**src/rtl/addsub_slice_sequencer.sv**
```systemverilog
// rtl/addsub_slice_sequencer.sv - wide add/subtract sequenced over a narrow SLICE-bit adder
//
// Purpose: computes A+B or A-B (W = SLICE*SLICES bits, two's complement) by
// running one SLICE-bit adder over the operand slices, LSB slice first, with
// the carry registered between slices. Handshake is ready/start in and a
// one-cycle done pulse out; result and flags hold until the next acceptance.
//
// Optional feature macro: ADDSUB_SEQ_FLAGS_EN
//   defined   : NZCV flag capture and the zero accumulator are built
//   undefined : o_flags is tied to 4'b0000, everything else is identical
//
// Ports:
//   i_clk      clock, rising edge
//   i_rst      synchronous active-high reset
//   i_start    request, accepted on an edge where o_ready=1
//   i_op_sub   0 = A+B, 1 = A-B, sampled with i_start
//   i_a, i_b   W-bit operands, sampled with i_start
//   o_ready    high while idle and out of reset
//   o_done     one-cycle pulse, o_result/o_flags valid
//   o_result   W-bit sum/difference, held until next acceptance
//   o_flags    {N, Z, C, V}, held like o_result

module addsub_slice_sequencer #(
  parameter int SLICE  = 8,
  parameter int SLICES = 4
) (
  input  logic                      i_clk,
  input  logic                      i_rst,
  input  logic                      i_start,
  input  logic                      i_op_sub,
  input  logic [SLICE*SLICES-1:0]   i_a,
  input  logic [SLICE*SLICES-1:0]   i_b,
  output logic                      o_ready,
  output logic                      o_done,
  output logic [SLICE*SLICES-1:0]   o_result,
  output logic [3:0]                o_flags
);

  localparam int W  = SLICE * SLICES;
  localparam int IW = (SLICES > 1) ? $clog2(SLICES) : 1;

  typedef enum logic [1:0] {
    S_IDLE,
    S_CALC,
    S_DONE
  } state_t;

  state_t             r_state;
  logic [IW-1:0]      r_idx;
  logic               r_carry;
  logic               r_sub;
  logic [W-1:0]       r_a;
  logic [W-1:0]       r_b;
  logic [W-1:0]       r_result;
  logic               r_ready;
  logic               r_done;

  logic [SLICE-1:0]   w_sa;
  logic [SLICE-1:0]   w_sb;
  logic [SLICE:0]     w_sum;
  logic               w_last;
  logic               w_slice_zero;

  // Slice mux: pick operand slice idx; B is inverted for subtract and the
  // initial carry of op_sub supplies the +1 of the two's complement.
  always_comb begin
    w_sa = '0;
    w_sb = '0;
    for (int k = 0; k < SLICES; k++) begin
      if (r_idx == IW'(k)) begin
        w_sa = r_a[k*SLICE +: SLICE];
        w_sb = r_b[k*SLICE +: SLICE] ^ {SLICE{r_sub}};
      end
    end
  end

  assign w_sum        = {1'b0, w_sa} + {1'b0, w_sb} + {{SLICE{1'b0}}, r_carry};
  assign w_last       = (r_idx == IW'(SLICES - 1));
  assign w_slice_zero = (w_sum[SLICE-1:0] == '0);

`ifdef ADDSUB_SEQ_FLAGS_EN
  logic               r_zacc;
  logic [3:0]         r_flags;
`endif

  always_ff @(posedge i_clk) begin
    if (i_rst) begin
      r_state  <= S_IDLE;
      r_idx    <= '0;
      r_carry  <= 1'b0;
      r_sub    <= 1'b0;
      r_a      <= '0;
      r_b      <= '0;
      r_result <= '0;
      r_ready  <= 1'b0;
      r_done   <= 1'b0;
`ifdef ADDSUB_SEQ_FLAGS_EN
      r_zacc   <= 1'b0;
      r_flags  <= 4'b0000;
`endif
    end else begin
      case (r_state)
        S_IDLE: begin
          r_done <= 1'b0;
          // r_ready gates acceptance so the first idle cycle after reset
          // (ready still low) cannot take a request.
          if (i_start && r_ready) begin
            r_a     <= i_a;
            r_b     <= i_b;
            r_sub   <= i_op_sub;
            r_carry <= i_op_sub;
            r_idx   <= '0;
            r_ready <= 1'b0;
`ifdef ADDSUB_SEQ_FLAGS_EN
            r_zacc  <= 1'b1;
`endif
            r_state <= S_CALC;
          end else begin
            r_ready <= 1'b1;
          end
        end

        S_CALC: begin
          for (int k = 0; k < SLICES; k++) begin
            if (r_idx == IW'(k)) begin
              r_result[k*SLICE +: SLICE] <= w_sum[SLICE-1:0];
            end
          end
          r_carry <= w_sum[SLICE];
`ifdef ADDSUB_SEQ_FLAGS_EN
          r_zacc  <= r_zacc & w_slice_zero;
`endif
          if (w_last) begin
            r_idx   <= '0;
            r_done  <= 1'b1;
            r_state <= S_DONE;
`ifdef ADDSUB_SEQ_FLAGS_EN
            // V: operands (after B inversion) share a sign that the result lacks.
            r_flags <= {w_sum[SLICE-1],
                        r_zacc & w_slice_zero,
                        w_sum[SLICE],
                        ~(r_a[W-1] ^ r_b[W-1] ^ r_sub) & (r_a[W-1] ^ w_sum[SLICE-1])};
`endif
          end else begin
            r_idx <= r_idx + 1'b1;
          end
        end

        S_DONE: begin
          r_done  <= 1'b0;
          r_ready <= 1'b1;
          r_state <= S_IDLE;
        end

        default: begin
          r_state <= S_IDLE;
        end
      endcase
    end
  end

  assign o_ready  = r_ready;
  assign o_done   = r_done;
  assign o_result = r_result;

`ifdef ADDSUB_SEQ_FLAGS_EN
  assign o_flags  = r_flags;
`else
  assign o_flags  = 4'b0000;
`endif

endmodule

```
**config.mk**
```make
export PLATFORM = sky130hd
export DESIGN_NAME = addsub_slice_sequencer
export DESIGN_NICKNAME = d
export VERILOG_FILES = /design/src/rtl/addsub_slice_sequencer.sv
export SDC_FILE = /design/constraint.sdc
export NUM_CORES = 1
export LEC_CHECK = 0
export CORE_MARGIN = 1.5
export CORE_UTILIZATION = 25
export DETAILED_ROUTE_END_ITERATION = 16
export HOLD_SLACK_MARGIN = 0.1
export MAX_ROUTING_LAYER = met4
export PLACE_DENSITY = 0.49
export SLEW_MARGIN = 10
export SYNTH_ARGS = -nofsm -noshare
export SYNTH_HDL_FRONTEND = slang
export SYNTH_SLANG_ARGS = --single-unit
```
**constraint.sdc**
```tcl
create_clock -name i_clk -period 4.9 [get_ports i_clk]
set_input_delay 0.98 -clock i_clk [delete_from_list [all_inputs] [get_ports i_clk]]
set_output_delay 0.98 -clock i_clk [all_outputs]
set_load 0.005 [all_outputs]
```
; Yosys cells after proc, flatten, opt, wreduce, memory -nomap -nowiden
; Index checks and enable logic that the tools add are counted.
[op_classes]
add_sub_neg = 3
n_eq_ne = 7
n_mux = 20
bitwise_logic = 4
reduce_logical = 15
[op_table]
columns = operator, n
row1 = $mux W8, 8
row2 = $xor A8 B8 Y8, 4
row3 = $reduce_and A2 Y1, 8
row4 = $add A8 B8 Y9, 1
row5 = $add A9 B1 Y9, 1
row6 = $mux W2, 4
row7 = $pmux W2 S2, 2
row8 = $eq A2 B2 Y1 const B, 3
row9 = $pmux W1 S2, 3
row10 = $reduce_bool A2 Y1, 3
row11 = $eq A2 B1 Y1 const B, 2
row12 = $logic_not A2 Y1, 2
row13 = $ne A2 B2 Y1 const B, 2
row14 = $mux W1, 3
row15 = $add A2 B1 Y2 const B, 1
row16 = $reduce_or A2 Y1, 1
row17 = $logic_and A1 B1 Y1, 1
[totals]
ff_bits = 104
out_inout_bits = 38

; Logic depth before layout (Yosys ltp)
[depth]
word_depth = 8
depth_mapped = 16
ltp_nobuf = 13

; Least setup slack after synthesis
; No wires, ideal clock.
[synth_path]
path_kind = reg2reg
from = register r_idx[0]
to = register r_result[30], in the netlist o_result[30]
t_arrival_ns = 3.051
setup_slack_ns = 1.787
stages_incl_launch_ff = 16
period_less_slack_ns = 3.113
cell_sequence = dfxtp_1 > inv_1 > ha_1 > nor2b_1 > clkbuf_1 > a221o_1 > and3_1 > a21oi_1 > fa_1 > inv_1 > fa_1 > a21o_2 > a31o_2 > buf_4 > a211o_1 > nand3_1
[synth_between]
elab_chain_len = 7
[synth_rtl]
columns = element, line
row1 = start: declaration, 49  ; logic [IW-1:0] r_idx;
row2 = start signal: assignment, 145  ; r_idx <= r_idx + 1'b1;
row3 = $logic_not A2 Y1, 70  ; if (r_idx == IW'(k)) begin
row4 = $mux W8 (4 in series), 70
row5 = $add A8 B8 Y9, 77  ; assign w_sum = {1'b0, w_sa} + {1'b0, w_sb} + {{SLICE{1'b0}}, r_carry};
row6 = $add A9 B1 Y9, 77
row7 = end signal: indexed assignment, 126  ; r_result[k*SLICE +: SLICE] <= w_sum[SLICE-1:0];
row8 = end: declaration, 54  ; logic [W-1:0] r_result;
; Several ways; a longest one is shown, not always the timed one.
; A chain may end at the register's enable or synchronous reset.

; Worst setup path after layout
[layout_path]
from = register r_idx[1]
to = register r_result[12], in the netlist o_result[12]
; The elaborated chain is that of the path after synthesis.

==> metrics <==
hold wc startpoint r_a[0]; Slew Viols, Final 0; clock skew roughly 0.011 ns; post-CTS resize count 0; first-pass GRT wire length approximately 23 mm; cells after synthesis 612; sequential element share of the synthesized area 0.427; Min Clock Period, post-route 3.96 ns; Initial DRC Count 445; unrepaired setup endpoints after global routing false; post-CTS setup buffers 0; DRC violations left 0; CTS clk-pin slew, worst paths 0.07 ns; WP data arrival about 4.2 ns; Data required, critical path 5.12 ns; Die Height ~140 um; clock buffer depth 2; clk sinks 104; Reg2Reg Depth 13; clk_lat worst skew approximately 0.36 ns; Port Buffers 101; pin count of the biggest net entering global routing 57; antenna violations before repair 0; fill count 2,040; total congestion overflow 0; n_diodes 0; Slew headroom 0.331; Synth async-reset ratio 0; dominant cells by area after synthesis dfxtp_1 (43%), nand2_1 (12%), a21oi_1 (9.3%), ha_1 (2.8%), nand3_1 (2.5%); outcome complete, no violations; Leakage around 2.1 nW; WL/cell approximately 15 um; via count 4,619; RD Place Congestion 0.802; Yosys reg bits 104; TritonCTS clock tree built; Max-cap violations 0; end of the worst register-to-register path o_result[12]; Post-synth EDFFs 0; most common cell after layout, fill and taps aside nand2_1; post-synth top area cell dfxtp_1; final hold vios 0; Rows 50; Hold-fix buffers, CTS 0; TritonCTS Buffers 9; synth warn 0; Die W around 140 um; ANT nets after route 0; cell area after synthesis 4880 um^2; Synth top area share 0.427; post-layout util 0.331; layout cells sized above 1 0.0485; drt via density 4.91; Slew @ Worst Pin between 1 and 1.5 ns; crit path capture type flip-flop; Hold Path End r_a[0]; Boundary Pins around 110; drt total wl 14.3 mm; hold slack 0.452 ns; Final Cycle Share 0.808; Max Fclk 0.253 GHz; core area ~19,000 um^2; VDD IR-drop max between 150 and 200 uV; initial core utilization 0.258; Worst Path Max Fanout 28; WHS Path Cells 2; Die ar. 20,400 um^2; reg2reg setup slack between 0.9 and 1 ns; most frequent cells in the layout nand2_1 (159), dfxtp_1 (104), clkdlybuf4s50_1 (100), a21oi_1 (91), nand3_1 (24); Post-synth top flop dfxtp_1; FF-to-FF Start r_idx[1]; vias in the first global route 4,513; Synth Area per Inst ~8.0 um^2; endpoints failing setup 0; CP startpoint kind flip-flop; final layout net count ~760; synthesis-to-layout area growth 28.3%; worst setup path category flip-flop to flip-flop; clock root buffer clkbuf_16; GRT Util Overall 0.150; post-synth cell types 48; # H-tree levels 3; setup TNS 0 ns; power density over the cells 303 nW/um^2; Initial DRT Pass Iterations 5; Hold Crit Class flip-flop to flip-flop; post-detail-place hpwl a little over 10 mm
[power by group]
group	total, mW	switching (mW)	internal, mW
sequential	0.911	0.0299	0.881
clock	0.677	0.318	0.360
combinational	0.305	0.172	0.133
total	1.89	0.520	1.37
[per-layer routing]
metal  vias to the layer above  track usage  wire length [um]
li1                       2293            -                 -
met1                      2179        0.186              6500
met2                       136        0.252              6940
met3                        11       0.0305               694
met4                         0       0.0353               125
met5                         -            -                 0
[layout make-up]
type	count	area [um^2]	share of cell area
Clock buffer	12	246	0.0394
Clock inverter	4	30.0	0.00480
Inverter	8	30.0	0.00480
Multi-Input combinational cell	448	2510	0.401
Sequential cell	104	2080	0.333
Tap cell	260	325	0.0520
Timing Repair Buffer	105	1040	0.166
[cells in the mapped netlist, drive strengths merged (2+ instances only)]
cell / n
a211oi: 9
nand2: 159
a221o: 9
and2: 2
nand3: 24
a221oi: 8
a21o: 2
fa: 2
nor2: 23
nand3b: 12
dfxtp: 104
a211o: 4
nand4: 4
a31oi: 5
nor2b: 7
o21ai: 15
inv: 6
o31a: 2
o31ai: 4
o41ai: 9
o221ai: 9
clkinv: 2
o21a: 3
clkbuf: 24
o221a: 7
a311oi: 4
ha: 11
buf: 31
nand2b: 2
nor3: 5
a21oi: 91
[state kept, by name (all words and copies together), names as in the netlist]
register,flops
r_idx,2
r_carry,1
r_sub,1
o_result,32
r_a,32
o_done,1
r_state,2
o_ready,1
r_b,32
[how the worst max path moves through the flow]
stage	cells after the start	end	startpoint	slack, ns
global route	13	o_result[12]	r_idx[1]	0.60
floorplan	15	o_result[30]	r_idx[0]	1.79
finish	13	o_result[12]	r_idx[1]	0.94
CTS	13	o_result[12]	r_idx[1]	0.99
global placement	12	o_result[12]	r_idx[0]	1.22
detailed placement	13	o_result[12]	r_idx[1]	1.00
[cells by family after synthesis]
| kind of cell | Yosys count | synth area share |
|---|---|---|
| adders and majority gates | 13 | 0.0364 |
| and+or+nand+nor | 243 | 0.218 |
| other | 1 | 0.000769 |
| xor gates and xnor gates | 2 | 0.00359 |
| AOI/OAI and AO/OA | 186 | 0.252 |
| buffers and inverters | 63 | 0.0623 |
| DFF | 104 | 0.427 |
[metrics by stage]
stage / setup WS, ns / total power, mW / instance area, um^2 / instances
4_1_cts: 0.988 / 1.92 / 6260 / 941
5_1_grt: 0.603 / 1.99 / 6260 / 941
3_5_place_dp: 1.00 / 1.24 / 5980 / 925
2_1_floorplan: 1.79 / 1.11 / 4890 / 615
6_report: 0.941 / 1.89 / 6260 / 941
3_3_place_gp: 1.22 / 1.23 / 5980 / 925
[worst max-delay path, stage by stage (launching register included)]
cell	delay [ns]
dfxtp_1	0.35
inv_1	0.09
ha_1	0.76
nor2b_1	0.32
a221o_1	0.36
and3_1	0.17
a21oi_1	0.18
fa_1	0.24
inv_1	0.06
fa_1	0.41
a21o_2	0.22
a21oi_1	0.18
xor2_1	0.35
o31ai_1	0.13
(Power assumes the default switching activity.)
